==> config.mk <==
export PLATFORM = sky130hd
export DESIGN_NAME = alu16_arbiter
export DESIGN_NICKNAME = d
export VERILOG_FILES = /design/src/rtl/alu16_arbiter_pkg.sv /design/src/rtl/alu16_core.sv /design/src/rtl/alu16_arbiter.sv
export SDC_FILE = /design/constraint.sdc
export NUM_CORES = 1
export LEC_CHECK = 0
export BUFFER_PORTS_ARGS = -buffer_cell sky130_fd_sc_hd__buf_2
export CORE_MARGIN = 2
export CORE_UTILIZATION = 55
export DETAILED_ROUTE_END_ITERATION = 7
export HOLD_SLACK_MARGIN = 0.1
export MAX_ROUTING_LAYER = met4
export PLACE_DENSITY = 0.85
export SLEW_MARGIN = 10
export SYNTH_ARGS = -nofsm -noshare
export SYNTH_HDL_FRONTEND = slang
export SYNTH_SLANG_ARGS = --single-unit
==> constraint.sdc <==
create_clock -name clk -period 4.05 [get_ports clk]
set_clock_uncertainty 0.05 [all_clocks]
set_input_delay 0.6075 -clock clk [delete_from_list [all_inputs] [get_ports clk]]
set_output_delay 0.6075 -clock clk [all_outputs]
set_load 0.02 [all_outputs]
==> src/rtl/alu16_arbiter_pkg.sv <==
// Shared opcode and FSM state definitions for the alu16_arbiter block
// and its testbench.
package alu16_arbiter_pkg;

   localparam logic OP_AND = 1'b0;
   localparam logic OP_ADD = 1'b1;

   typedef enum logic [1:0] {
      ST_IDLE = 2'd0,
      ST_EXEC = 2'd1,
      ST_RESP = 2'd2
   } state_t;

endpackage

==> src/rtl/alu16_core.sv <==
// Combinational AND/ADD datapath shared by both requesters; ADD wraps
// modulo 2^WIDTH with the carry-out dropped.
module alu16_core
   import alu16_arbiter_pkg::*;
#(
   parameter int WIDTH = 16
) (
   input  logic [WIDTH-1:0] a,
   input  logic [WIDTH-1:0] b,
   input  logic             op,
   output logic [WIDTH-1:0] out
);

   assign out = (op == OP_ADD) ? a + b : a & b;

endmodule

==> src/rtl/alu16_arbiter.sv <==
// Two-requester round-robin front end time-sharing one alu16_core through
// an IDLE -> EXEC -> RESP sequence, one operation in flight at a time.
module alu16_arbiter
   import alu16_arbiter_pkg::*;
#(
   parameter int WIDTH = 16
) (
   input  logic               clk,
   input  logic               reset,
   input  logic [1:0]         req_valid,
   output logic [1:0]         req_ready,
   input  logic [1:0]         req_op,
   input  logic [2*WIDTH-1:0] req_a,
   input  logic [2*WIDTH-1:0] req_b,
   output logic [1:0]         resp_valid,
   input  logic [1:0]         resp_ready,
   output logic [WIDTH-1:0]   resp_data,
   output logic               busy
);

   state_t           state_q, state_d;
   logic             last_grant_q, last_grant_d;
   logic             id_q, id_d;
   logic             op_q, op_d;
   logic [WIDTH-1:0] a_q, a_d;
   logic [WIDTH-1:0] b_q, b_d;
   logic [WIDTH-1:0] resp_data_q, resp_data_d;
   logic             win;
   logic [WIDTH-1:0] alu_out;

   alu16_core #(.WIDTH(WIDTH)) u_core (
      .a   (a_q),
      .b   (b_q),
      .op  (op_q),
      .out (alu_out)
   );

   // With both requesters valid the one that did not win last time goes next.
   always_comb begin
      case (req_valid)
         2'b10:   win = 1'b1;
         2'b11:   win = ~last_grant_q;
         default: win = 1'b0;
      endcase
   end

   assign req_ready  = (state_q == ST_IDLE && !reset && |req_valid)
                       ? (win ? 2'b10 : 2'b01) : 2'b00;
   assign resp_valid = (state_q == ST_RESP) ? (id_q ? 2'b10 : 2'b01) : 2'b00;
   assign resp_data  = resp_data_q;
   assign busy       = (state_q != ST_IDLE);

   always_comb begin
      // NOTE: every signal gets its hold value first so no path leaves one unassigned and infers a latch.
      state_d      = state_q;
      last_grant_d = last_grant_q;
      id_d         = id_q;
      op_d         = op_q;
      a_d          = a_q;
      b_d          = b_q;
      resp_data_d  = resp_data_q;
      case (state_q)
         ST_IDLE: begin
            if (|(req_valid & req_ready)) begin
               id_d         = win;
               last_grant_d = win;
               op_d         = req_op[win];
               a_d          = win ? req_a[2*WIDTH-1:WIDTH] : req_a[WIDTH-1:0];
               b_d          = win ? req_b[2*WIDTH-1:WIDTH] : req_b[WIDTH-1:0];
               state_d      = ST_EXEC;
            end
         end
         ST_EXEC: begin
            resp_data_d = alu_out;
            state_d     = ST_RESP;
         end
         ST_RESP: begin
            if (resp_ready[id_q]) state_d = ST_IDLE;
         end
         default: state_d = ST_IDLE;
      endcase
   end

   always_ff @(posedge clk) begin
      // NOTE: last_grant resets to 1 so requester 0 wins the first contended round.
      if (reset) begin
         state_q      <= ST_IDLE;
         last_grant_q <= 1'b1;
         id_q         <= 1'b0;
         op_q         <= 1'b0;
         a_q          <= '0;
         b_q          <= '0;
         resp_data_q  <= '0;
      end else begin
         // NOTE: non-blocking assignments so every flop samples the pre-edge value of the others.
         state_q      <= state_d;
         last_grant_q <= last_grant_d;
         id_q         <= id_d;
         op_q         <= op_d;
         a_q          <= a_d;
         b_q          <= b_d;
         resp_data_q  <= resp_data_d;
      end
   end

endmodule
# After elaboration in Yosys (flattened, before gate mapping)
# Cells that the tools add are included.
[word_totals] ff_bits=53 output_inout_bits=21
[op_classes] n_addsub=1 order_cmp=2 n_eq_ne=6 muxes=15 bitwise_logic=3 n_reduce_logical=9
[ops] op="16-bit two-way mux" n=3
[ops] op="16-bit adder" n=1
[ops] op="16-bit AND" n=1
[ops] op="2-bit two-way mux" n=6
[ops] op="2-bit equality test, second input constant" n=3
[ops] op="2-bit one-hot mux with 3 select lines" n=1
[ops] op="1-bit by 2-bit less-than comparator with 1-bit output, second input constant" n=2
[ops] op="1-bit two-way mux" n=4
[ops] op="2-bit by 1-bit != test with 1-bit output, second input constant" n=2
[ops] op="2-bit AND reduction" n=2
[ops] op="2-bit OR reduction" n=2
[ops] op="2-bit AND" n=1
[ops] op="2-bit by 1-bit equality test with 1-bit output, second input constant" n=1
[ops] op="1-bit logical AND" n=2
[ops] op="2-bit logical NOT" n=1
[ops] op="1-bit one-hot mux with 2 select lines" n=1
[ops] op="2-bit nonzero test" n=1
[ops] op="1-bit logical NOT" n=1
[ops] op="1-bit inverter" n=1

# Longest topological paths before layout
# Gate-level depths: netlist of run 1.
[logic_depth] depth_word=8 ltp_mapped=8

# Modules after synthesis
# Synthesis of run 1 repeated with hierarchy kept, for this count alone.
[unflattened] cells_unflattened=359 area_unflattened_um2=3125.5
[by_module_without_submodules] mod="alu16_arbiter" instances=1 cells_per_inst=224 area_each_um2=2113.3 seq_area_each_um2=1061.0
[by_module_without_submodules] mod="alu16_core" instances=1 cells_per_inst=135 area_each_um2=1012.2 seq_area_each_um2=0.0

# Worst setup path before layout of run 1
# OpenSTA, ideal clock, no wires.
[synth_timing] kind="flip-flop to flip-flop" startpoint="reg a_q[0]" endpoint="reg resp_data_q[14], in the netlist resp_data[14]" setup_time_ns=0.086 t_arrival_ns=2.119 t_required_ns=3.914 slack_ns=1.795 stages_incl_launch_ff=9 n_path_buf=0 path_cell_list="dfxtp_1 ha_1 fa_1 a21o_1 a221oi_2 o21ai_2 a311oi_2 xor2_1 a211oi_1"
[synth_between] elab_chain_len=2
[synth_rtl] element="from (decl)" line="alu16_arbiter.sv:25" rtl="logic [WIDTH-1:0] a_q, a_d;"
[synth_rtl] element="from (signal assigned)" line="alu16_arbiter.sv:91" rtl="a_q <= '0;"
[synth_rtl] element="from (signal assigned)" line="alu16_arbiter.sv:100" rtl="a_q <= a_d;"
[synth_rtl] element="16-bit adder" line="alu16_core.sv:14" rtl="assign out = (op == OP_ADD) ? a + b : a & b;"
[synth_rtl] element="16-bit two-way mux" line="alu16_core.sv:14"
[synth_rtl] element="to (signal assigned)" line="alu16_arbiter.sv:102" rtl="resp_data_q <= resp_data_d;"
[synth_rtl] element="to (decl)" line="alu16_arbiter.sv:27" rtl="logic [WIDTH-1:0] resp_data_q, resp_data_d;"
# Every way passes these cells.
# A chain may end at the register's enable or synchronous reset.

# Worst setup path in the final report of run 1
[layout_timing] startpoint="reg state_q[1]" endpoint="out req_ready[1]"
[layout_between] elab_chain_len=4
[layout_rtl] element="from (decl)" line="alu16_arbiter.sv:21" rtl="state_t state_q, state_d;"
[layout_rtl] element="from (signal assigned)" line="alu16_arbiter.sv:96" rtl="state_q <= state_d;"
[layout_rtl] element="2-bit logical NOT" line="alu16_arbiter.sv:47" rtl="assign req_ready = (state_q == ST_IDLE && !reset && |req_valid)"
[layout_rtl] element="1-bit logical AND (2 in series)" line="alu16_arbiter.sv:47"
[layout_rtl] element="2-bit two-way mux" line="alu16_arbiter.sv:48" rtl="? (win ? 2'b10 : 2'b01) : 2'b00;"
[layout_rtl] element="to (decl)" line="alu16_arbiter.sv:11" rtl="output logic [1:0] req_ready,"
# Every way passes these cells.

==> flow_summary_export.csv, run 1 <==
group,metric,value,unit
status,status,"finished, final reports clean",
worst_setup_path,critical_path.slowest_cell,"dfxtp_1",
die,pin_count,93,
die,die_w,78.11,um
yosys,syn-mean-instance-area,8.936,um2
yosys,dominantRegCellSynth,"dfxtp_1",
layout,area_growth_syn_to_layout,20.63,%
timing,finalSetupViolCount,0,
power,leakagePower,1.620,nW
run,max_cap_violations,0,
grt,grt_start_max_net_pins,37,
route,maxUsedRoutingLayer,"met4",
placed_design,place.detailed.hpwl,5141,um
cts,clock_sinks,53,
cts,cts.repair_timing.setup_buffer_count,0,
worst_setup_path,crit_top_cell,"or2_2",
timing,endpoints_failing_hold,0,
yosys,seq_cells_post_synth,53,
layout,commonest_non_fill_non_tap_cell_in_the_layout,"buf_2",
route,met1_length,3346,um
worst_setup_path,cp.arrival,1.78,ns
cts,cts_hold_buffers,0,
timing,report.final.slew_viol_count,0,
yosys,synth_nets,427,
worst_setup_path,crit_fanout,6,
die,row_count,26,
layout,mostFrequentLayoutCells,"buf_2, nor2_1, dfxtp_1",
die,core-area,5205,um2
timing,rsz0062_at_grt,"no",
layout,layout.cell_area.non_filler,3643,um2
yosys,post_synth_num_cell_types,45,
route,via_count,2724,
cts,max-clock-path-buffers,2,
cts,cts_htree_levels,2,
timing,timing.setup.tns,0,ns
yosys,postSynth.asyncResetShare,0,%
cts,total_cts_buffers,5,
route,avgRoutedWirePerCell,13.61,um
timing,period_share,60.28,%
route,final_antenna_net_count,0,
worst_setup_path,worst_setup_path_end_kind,"output pin",
grt,first_global_vias,2314,
cts,worst_setup_hold_path_clk_slew,0.09,ns
cts,cts_repair_resize_count,0,
die,die_h,78.11,um
worst_setup_path,slowest_delay,0.36,ns
yosys,postSynthCellCount,338,
worst_setup_path,start_kind,"flop",
yosys,post_synth_instance_area,3020,um2
timing,tightestPinTransition,0.6961,ns
worst_hold_path,hold_path.class,"reg -> reg",
placed_design,finalWeightedCongestion,0.8495,
yosys,ys_seq_area_share,35.13,%
route,met2_length,2923,um
route,routed_wirelength,6669,um
route,drc,0,
yosys,synth_warnings,0,
layout,nNetsFinal,508,
placed_design,place.port_buffers,92,
layout,fraction_of_layout_instances_using_a_drive_strength_above_1,27.38,%
timing,period_needed,2.441,ns
route,drt_first_iter_violations,199,
die,fp.dieArea,6100,um2
die,initial_core_util,58.03,%
route,vias_per_cell,5.559,
worst_setup_path,setup.worst_path.class,"reg -> out",
cts,cts_tree,"done",
power,power_density,396.3,nW/um2
placed_design,post_dp_cell_area,3527,um2
timing,slew_headroom,53.49,%
layout,count_of_antenna_diodes_in_the_layout,0,
grt,grt_antenna_before_repair,0,
timing,max_clock_freq,409.6,MHz
cts,cts_root_buf,"clkbuf_8",
worst_setup_path,timing.critical_path.required,3.39,ns
route,detailedRoute.firstPassIterationCount,4,
grt,grt_first_pass_wirelength,10910,um
worst_setup_path,path_cells,"or2_2 > or2_2 > nor2_1 > and2_1 > buf_2",
yosys,synth-edff-count,0,
power,worst_ir_drop_vdd,0.2103,mV
route,met3WireLength,351,um
grt,overall_global_routing_resource_usage,22.45,%
grt,grt-ovfl-total,0,
cts,worst_skew_pair.late_latency,0.30,ns
flip-flops by register name, summed over array words and instances (netlist names):
signal,flops
op_q,1
last_grant_q,1
state_q,2
b_q,16
resp_data,16
a_q,16
id_q,1
critical path: cells and delay by family (launching register included):
| kind | cells | cell delay [ns] |
|---|---|---|
| buf+inv | 1 | 0.16 |
| flops | 1 | 0.36 |
| simple gates | 4 | 0.96 |
cell usage after synthesis, types with 2 or more instances:
cell,instances,share of area (%)
nand4_1,3,0.62
nor2b_1,3,0.62
a311oi_1,2,0.58
a21oi_1,17,2.8
nor2_1,56,7.0
buf_2,9,1.5
o21ai_0,9,1.5
nor3b_1,2,0.50
dfxtp_1,53,35
mux2i_1,43,14
clkbuf_1,14,1.7
nand3b_1,3,0.75
or2_2,2,0.41
nor3_1,4,0.66
xnor2_1,7,2.0
o21a_1,2,0.50
a21o_1,4,0.99
nand2_1,15,1.9
xor2_1,3,0.87
a221oi_1,3,0.87
a211oi_1,44,11
and3_1,2,0.41
ha_1,16,6.6
per-stage QoR:
stage	util, %	worst slack, ns	total power [mW]	hold slack (ns)	std cells
after floorplan	-	1.795	0.9586	0.3824	338
after global placement	67.76	1.695	1.073	0.4132	482
after detailed placement	67.76	1.640	1.083	0.4143	482
after CTS	70.00	1.613	1.449	0.4262	490
after global routing	70.00	1.485	1.525	0.4528	490
final	70.00	1.609	1.444	0.4279	490
layer usage:
layer	up-vias	track usage [%]
met5	-	-
met3	5	4.023
met2	87	31.98
met1	1217	33.72
li1	1415	-
met4	0	3.860
cell families after synthesis:
group | after synthesis | synth area share (%)
buffers and inverters | 24 | 3.355
and+or+nand+nor | 96 | 14.21
DFF | 53 | 35.13
muxes | 43 | 14.25
AOI/OAI and AO/OA | 95 | 22.87
adders and majority gates | 17 | 7.291
xor gates and xnor gates | 10 | 2.900
cell type report:
class / count / area, um2
repair buffers: 97 / 498.0
flip-flops and latches: 53 / 1061
clock inverters: 1 / 30.03
fillers: 431 / 1562
multi-input cells: 261 / 1877
well taps: 70 / 87.58
inverters: 1 / 3.754
clock buffers: 7 / 86.33
power breakdown:
part           switching, mW  leakage, nW  internal (mW)
Clock                  0.167       0.0585          0.202
Combinational          0.263         1.12          0.195
Sequential            0.0366        0.439          0.581
Total                  0.467         1.62          0.978
path summary, 6_finish.rpt:
path	startpoint	end	slack (ns)	cells after the start
setup / recovery	state_q[1]$_SDFFE_PP0P_	req_ready[1]	1.61	5
hold / removal	resp_data[13]$_SDFFE_PP0N_	resp_data[13]$_SDFFE_PP0N_	0.43	2
setup reg to reg	a_q[0]$_SDFFE_PP0P_	resp_data[14]$_SDFFE_PP0N_	1.62	8
hold reg to reg	resp_data[13]$_SDFFE_PP0N_	resp_data[13]$_SDFFE_PP0N_	0.43	2
No activity file was read; power rests on OpenSTA's default activity.
==> run 2: changes to the inputs <==
--- a/config.mk
+++ b/config.mk
@@ -5,13 +5,14 @@
 export SDC_FILE = /design/constraint.sdc
 export NUM_CORES = 1
 export LEC_CHECK = 0
+export ABC_AREA = 1
 export BUFFER_PORTS_ARGS = -buffer_cell sky130_fd_sc_hd__buf_2
 export CORE_MARGIN = 2
-export CORE_UTILIZATION = 55
+export CORE_UTILIZATION = 52
 export DETAILED_ROUTE_END_ITERATION = 7
 export HOLD_SLACK_MARGIN = 0.1
 export MAX_ROUTING_LAYER = met4
-export PLACE_DENSITY = 0.85
+export PLACE_DENSITY = 0.8
 export SLEW_MARGIN = 10
 export SYNTH_ARGS = -nofsm -noshare
 export SYNTH_HDL_FRONTEND = slang
==> constraint.sdc (replaced) <==
create_clock -name clk -period 2.25 [get_ports clk]
set_clock_uncertainty 0.05 [all_clocks]
set_input_delay 0.3375 -clock clk [delete_from_list [all_inputs] [get_ports clk]]
set_output_delay 0.3375 -clock clk [all_outputs]
set_load 0.02 [all_outputs]
==> flow_summary_export.csv, run 2 <==
group,metric,value,unit
power,power.switching_fraction,31.39,%
run,max_cap_violations,0,
timing,hold_slack,0.2303,ns
worst_setup_path,crit_top_cell,"nand2_1",
cts,cts_hold_buffers,0,
grt,grt_start_max_net_pins,34,
yosys,netlist.area_leader.share,34.17,%
worst_setup_path,timing.critical_path.required,2.45,ns
timing,report.final.slew_viol_count,0,
grt,grt-ovfl-total,0,
yosys,synth_nets,564,
power,leakagePower,1.784,nW
power,internal_power,1.450,mW
placed_design,place.detailed.hpwl,6233,um
route,detailedRoute.firstPassIterationCount,5,
timing,period_needed,1.905,ns
yosys,synth_top_cell_by_area,"dfxtp_1",
cts,cts_root_buf,"clkbuf_8",
worst_setup_path,setup.worst_path.class,"reg -> reg",
die,die_w,81.28,um
timing,period_share,84.68,%
worst_setup_path,path_cells,"ha_1 > fa_1 > nand2_1 > nand2_1 > and2_1 > a21oi_1 > xnor2_1 > nand2_1 > a21oi_1",
worst_setup_path,slowest_delay,0.42,ns
worst_setup_path,cp.arrival,2.10,ns
power,total_power,2.113,mW
cts,cts_tree,"done",
layout,finalCoreUtilization,62.92,%
worst_hold_path,hold_path.class,"in -> reg",
power,worst_ir_drop_vdd,0.2916,mV
layout,mostFrequentLayoutCells,"nand2_1, buf_2, dfxtp_1",
cts,cts_htree_levels,2,
cts,worst_skew_pair.late_latency,0.31,ns
die,pin_count,93,
layout,count_of_antenna_diodes_in_the_layout,0,
timing,slew_headroom,67.33,%
cts,clock_sinks,53,
timing,finalSetupViolCount,0,
route,final_antenna_net_count,0,
yosys,post_synth_num_cell_types,28,
worst_setup_path,start_kind,"flop",
yosys,synth.top_cells.by_count,"nand2_1, dfxtp_1, inv_1, a21oi_1, a31oi_1",
route,avgRoutedWirePerCell,12.58,um
route,drt_first_iter_violations,197,
timing,rsz0062_at_grt,"no",
worst_setup_path,critical_path.top_delay_family,"adder cells",
route,via_count,3294,
placed_design,finalWeightedCongestion,0.9199,
yosys,dominantRegCellSynth,"dfxtp_1",
yosys,post_synth_instance_area,3105,um2
cts,total_cts_buffers,5,
timing,timing.setup.tns,0,ns
worst_setup_path,worst_setup_path_end_kind,"flop",
power,clkPwrFrac,26.8,%
placed_design,place.port_buffers,92,
die,fp.dieArea,6606,um2
timing,endpoints_failing_hold,0,
grt,overall_global_routing_resource_usage,25.82,%
grt,grt_antenna_before_repair,0,
power,pwr-share-comb,23.3,%
die,initial_core_util,53.08,%
grt,grt_first_pass_wirelength,12990,um
yosys,postSynthCellCount,475,
power,power_density,574.2,nW/um2
layout,nNetsFinal,651,
grt,first_global_vias,2902,
cts,worst_setup_hold_path_clk_slew,0.10,ns
die,row_count,28,
layout,layout.cell_area.non_filler,3681,um2
cts,cts_repair_resize_count,0,
layout,commonest_non_fill_non_tap_cell_in_the_layout,"nand2_1",
cts,cts.repair_timing.setup_buffer_count,0,
yosys,syn-mean-instance-area,6.538,um2
yosys,postSynth.asyncResetShare,0,%
placed_design,post_dp_cell_area,3585,um2
power,seqPwrFrac,50.0,%
die,core-area,5851,um2
timing,max_clock_freq,524.9,MHz
yosys,seq_cells_post_synth,53,
worst_setup_path,r2r_setup_slack,0.34,ns
power,switchingPower,0.6635,mW
yosys,ys_seq_area_share,34.17,%
die,die_h,81.28,um
yosys,synth.area.top_cells,"dfxtp_1, nand2_1, a31oi_1, a21oi_1, ha_1",
yosys,synth_warnings,0,
yosys,synth-edff-count,0,
route,vias_per_cell,5.163,
layout,area_growth_syn_to_layout,18.53,%
layout,fraction_of_layout_instances_using_a_drive_strength_above_1,20.25,%
worst_setup_path,crit_buf_inv,0,
route,drc,0,
route,routed_wirelength,8026,um
worst_setup_path,crit_fanout,3,
timing,tightestPinTransition,0.4896,ns
status,status,"finished, final reports clean",
cts,max-clock-path-buffers,2,
worst_setup_path,critical_path.slowest_cell,"fa_1",
yosys,synth_most_common_cell,"nand2_1",
[run 2: layer usage]
| layer | routed length [um] | part of all wire (%) | up-vias | global-route usage, % |
|---|---|---|---|---|
| li1 | - | - | 1707 | - |
| met1 | 3860 | 48 | 1446 | 35.29 |
| met2 | 3551 | 44 | 128 | 39.34 |
| met3 | 457 | 5.7 | 13 | 4.222 |
| met4 | 157 | 2.0 | 0 | 7.288 |
| met5 | 0 | 0 | - | - |
[run 2: final cells by class]
class	count	area (um2)
fillers	561	2170
well taps	75	93.84
inverters	47	178.9
clock inverters	2	13.76
clock buffers	6	82.58
flip-flops and latches	53	1061
repair buffers	99	513.0
multi-input cells	356	1738
[run 2: path summary, 6_finish.rpt]
check,start,to,cells after the start
max,a_q[0]$_SDFFE_PP0P_,resp_data[8]$_SDFFE_PP0N_,9
min,req_a[27],a_q[11]$_SDFFE_PP0P_,3
max reg2reg,a_q[0]$_SDFFE_PP0P_,resp_data[8]$_SDFFE_PP0N_,9
min reg2reg,resp_data[9]$_SDFFE_PP0N_,resp_data[9]$_SDFFE_PP0N_,2
[run 2: tightest hold or removal path, delay by kind of cell]
family / cells / cell delay [ns]
buf+inv: 1 / 0.10
compound gates: 1 / 0.06
simple gates: 1 / 0.05
[run 2: cells by family (layout without fill, tap and decap cells)]
| family | after synthesis | after routing | synth area share, % |
|---|---|---|---|
| adder cells (fa/ha/maj) | 17 | 17 | 7.091 |
| flip-flops | 53 | 53 | 34.17 |
| XOR/XNOR | 5 | 5 | 1.410 |
| AND/OR/NAND/NOR | 247 | 247 | 31.99 |
| AO/OA/AOI/OAI | 87 | 87 | 15.47 |
| buffers and inverters | 66 | 154 | 9.871 |
[run 2: power groups by stage]
stage               sequential (mW)  combinational, mW  clock (mW)
CTS                            1.06              0.489       0.585
finish                         1.06              0.492       0.566
floorplan                      1.09              0.316           0
global placement               1.07              0.478           0
detailed placement             1.08              0.485           0
global route                   1.06              0.555       0.614
[run 2: per-stage QoR]
stage	setup WS [ns]	std cells
after CTS	0.3597	638
after detailed placement	0.3874	630
after floorplan	0.5146	475
final	0.3447	638
after global routing	0.1779	638
after global placement	0.4352	630
==> run 3: changes to the inputs <==
--- a/config.mk
+++ b/config.mk
@@ -8,11 +8,11 @@
 export ABC_AREA = 1
 export BUFFER_PORTS_ARGS = -buffer_cell sky130_fd_sc_hd__buf_2
 export CORE_MARGIN = 2
-export CORE_UTILIZATION = 52
+export CORE_UTILIZATION = 47
 export DETAILED_ROUTE_END_ITERATION = 7
 export HOLD_SLACK_MARGIN = 0.1
 export MAX_ROUTING_LAYER = met4
-export PLACE_DENSITY = 0.8
+export PLACE_DENSITY = 0.77
 export SLEW_MARGIN = 10
 export SYNTH_ARGS = -nofsm -noshare
 export SYNTH_HDL_FRONTEND = slang
==> constraint.sdc (replaced) <==
create_clock -name clk -period 1.74 [get_ports clk]
set_clock_uncertainty 0.05 [all_clocks]
set_input_delay 0.261 -clock clk [delete_from_list [all_inputs] [get_ports clk]]
set_output_delay 0.261 -clock clk [all_outputs]
set_load 0.02 [all_outputs]
==> flow_summary_export.csv, run 3 (synthesized netlist as in run 2, its figures left out) <==
group,metric,value,unit
worst_setup_path,r2r_setup_slack,-0.07,ns
power,internal_power,1.956,mW
route,vias_per_cell,5.196,
layout,multi_input_comb_area,1958,um2
route,via_count,3393,
timing,final_critical_path_setup_slack,-0.07322,ns
layout,layout.cell_area.non_filler,4060,um2
route,maxUsedRoutingLayer,"met4",
worst_setup_path,crit_buf_inv,0,
grt,grt-ovfl-total,0,
cts,worst_skew_pair.late_latency,0.32,ns
route,detailedRoute.firstPassIterationCount,6,
timing,report.final.slew_viol_count,0,
die,initial_core_util,48.63,%
route,drc,0,
layout,finalCoreUtilization,63.58,%
grt,grt_start_max_net_pins,42,
cts,cts_hold_buffers,0,
cts,worst_setup_hold_path_clk_slew,0.11,ns
layout,filler_cell_count,554,
timing,timing.setup.tns,-0.1826,ns
grt,first_global_vias,3023,
placed_design,placement.setup.worst_slack,-0.09537,ns
worst_setup_path,start_kind,"flop",
timing,finalSetupViolCount,3,
route,final_antenna_net_count,0,
worst_setup_path,r2r_end,"resp_data[14]$_SDFFE_PP0N_",
die,pin_count,93,
run,max_cap_violations,0,
worst_setup_path,crit_top_cell,"nand2_1",
status,status,"finished with violations",
grt,grt_first_pass_wirelength,13610,um
route,met1_length,4132,um
power,pwr-share-comb,25.3,%
cts,max-clock-path-buffers,2,
worst_setup_path,timing.reg2reg.worst_path_depth,12,
timing,rsz0062_at_grt,"yes",
timing,endpoints_failing_hold,0,
layout,nNetsFinal,664,
cts,cts_htree_levels,2,
timing,period_needed,1.813,ns
cts,total_cts_buffers,5,
power,power_density,710.5,nW/um2
worst_hold_path,hold_path.class,"in -> reg",
cts,cts_root_buf,"clkbuf_8",
timing,slew_headroom,65.09,%
worst_setup_path,critical_path.slowest_cell,"dfxtp_2",
placed_design,place.port_buffers,92,
timing,max_clock_freq,551.5,MHz
placed_design,post_dp_cell_area,3657,um2
layout,fraction_of_layout_instances_using_a_drive_strength_above_1,29.86,%
layout,mostFrequentLayoutCells,"nand2_1, buf_2, inv_1",
worst_setup_path,crit_fanout,3,
die,die_h,85.29,um
die,row_count,29,
grt,overall_global_routing_resource_usage,23.83,%
power,seqPwrFrac,48.1,%
route,met3WireLength,550,um
worst_hold_path,holdCritStartpoint,"reset",
placed_design,place.detailed.hpwl,6329,um
worst_setup_path,timing.critical_path.required,1.88,ns
route,avgRoutedWirePerCell,13.57,um
layout,commonest_non_fill_non_tap_cell_in_the_layout,"nand2_1",
worst_hold_path,holdPathStages,2,
layout,area_growth_syn_to_layout,30.74,%
layout,count_of_antenna_diodes_in_the_layout,0,
worst_setup_path,worst_setup_path_end_kind,"flop",
die,die_w,85.29,um
power,switchingPower,0.9289,mW
route,met2_length,4030,um
die,fp.dieArea,7274,um2
worst_setup_path,timing.rr.start,"b_q[0]$_SDFFE_PP0P_",
worst_setup_path,slowest_delay,0.35,ns
worst_setup_path,setup.worst_path.class,"reg -> reg",
cts,clock_sinks,53,
worst_setup_path,critical_path.top_delay_family,"simple AND/OR/NAND/NOR gates",
power,power.switching_fraction,32.20,%
grt,grt_antenna_before_repair,0,
die,core-area,6386,um2
worst_setup_path,cp.arrival,1.96,ns
worst_setup_path,path_cells,"ha_4 > fa_2 > nand2_1 > nand2_1 > nand3b_1 > nand2_2 > nand2_2 > nand2_1 > nand2_1 > nand3_1 > nand2_1 > a21oi_2",
route,routed_wirelength,8863,um
status,failed_checks,"negative setup slack",
timing,period_share,104.2,%
timing,tightestPinTransition,0.5231,ns
layout,final-seq-area,1072,um2
placed_design,finalWeightedCongestion,0.9619,
route,drt_first_iter_violations,215,
power,total_power,2.885,mW
cts,cts_tree,"done",
worst_hold_path,hold-path-endpoint,"state_q[0]$_SDFFE_PP0P_",
power,clkPwrFrac,26.5,%
power,worst_ir_drop_vdd,0.5451,mV
power,leakagePower,1.835,nW
-- run 3: changes by cell type in the layout (fill, tap and decap cells not counted), sizes merged --
| cell | previous run | this run |
|---|---|---|
| clkinv | 4 | 1 |
| buf | 99 | 112 |
| clkinvlp | 0 | 1 |
| inv | 45 | 47 |
-- run 3: layer usage --
metal  vias to the layer above  track usage (%)
li1                       1738                -
met1                      1498            31.99
met2                       142            37.57
met3                        15            3.405
met4                         0            6.638
met5                         -                -
-- run 3: worst max-delay path by stage --
stage | start | end | slack [ns] | cells past startpoint
3_5_place_dp | a_q[0]$_SDFFE_PP0P_ | resp_data[14]$_SDFFE_PP0N_ | -0.1 | 12
4_1_cts | a_q[0]$_SDFFE_PP0P_ | resp_data[14]$_SDFFE_PP0N_ | -0.006 | 12
5_1_grt | a_q[0]$_SDFFE_PP0P_ | resp_data[14]$_SDFFE_PP0N_ | -0.18 | 12
3_3_place_gp | a_q[0]$_SDFFE_PP0P_ | resp_data[14]$_SDFFE_PP0N_ | -0.05 | 12
2_1_floorplan | a_q[0]$_SDFFE_PP0P_ | resp_data[8]$_SDFFE_PP0N_ | 0.005 | 9
6_report | b_q[0]$_SDFFE_PP0P_ | resp_data[14]$_SDFFE_PP0N_ | -0.07 | 12
-- run 3: power groups by stage --
stage / logic, mW / clock network [mW] / registers (mW)
after floorplan: 0.409 / 0 / 1.40
final: 0.731 / 0.765 / 1.39
after global placement: 0.646 / 0 / 1.39
after detailed placement: 0.649 / 0 / 1.39
after CTS: 0.657 / 0.780 / 1.37
after global routing: 0.811 / 0.823 / 1.40
-- run 3: what timing repair did --
item	4_1_cts	5_1_grt
pin swaps	1	11
gates resized for setup	9	46
buffers inserted	1	6
endpoints found under the setup margin	8	14
-- run 3: final cells by class --
type | instances | share of cell area (%)
multi-input cells | 356 | 48.23
well taps | 77 | 2.373
clock buffers | 6 | 2.034
clock inverters | 2 | 0.4006
inverters | 47 | 4.592
repair buffers | 112 | 15.96
flip-flops and latches | 53 | 26.41
-- run 3: stage by stage --
| step | hold WS [ns] | cells |
|---|---|---|
| floorplan | 0.3676 | 475 |
| global placement | 0.4007 | 638 |
| detailed placement | 0.4029 | 638 |
| CTS | 0.1069 | 647 |
| global route | 0.1114 | 653 |
| finish | 0.1057 | 653 |
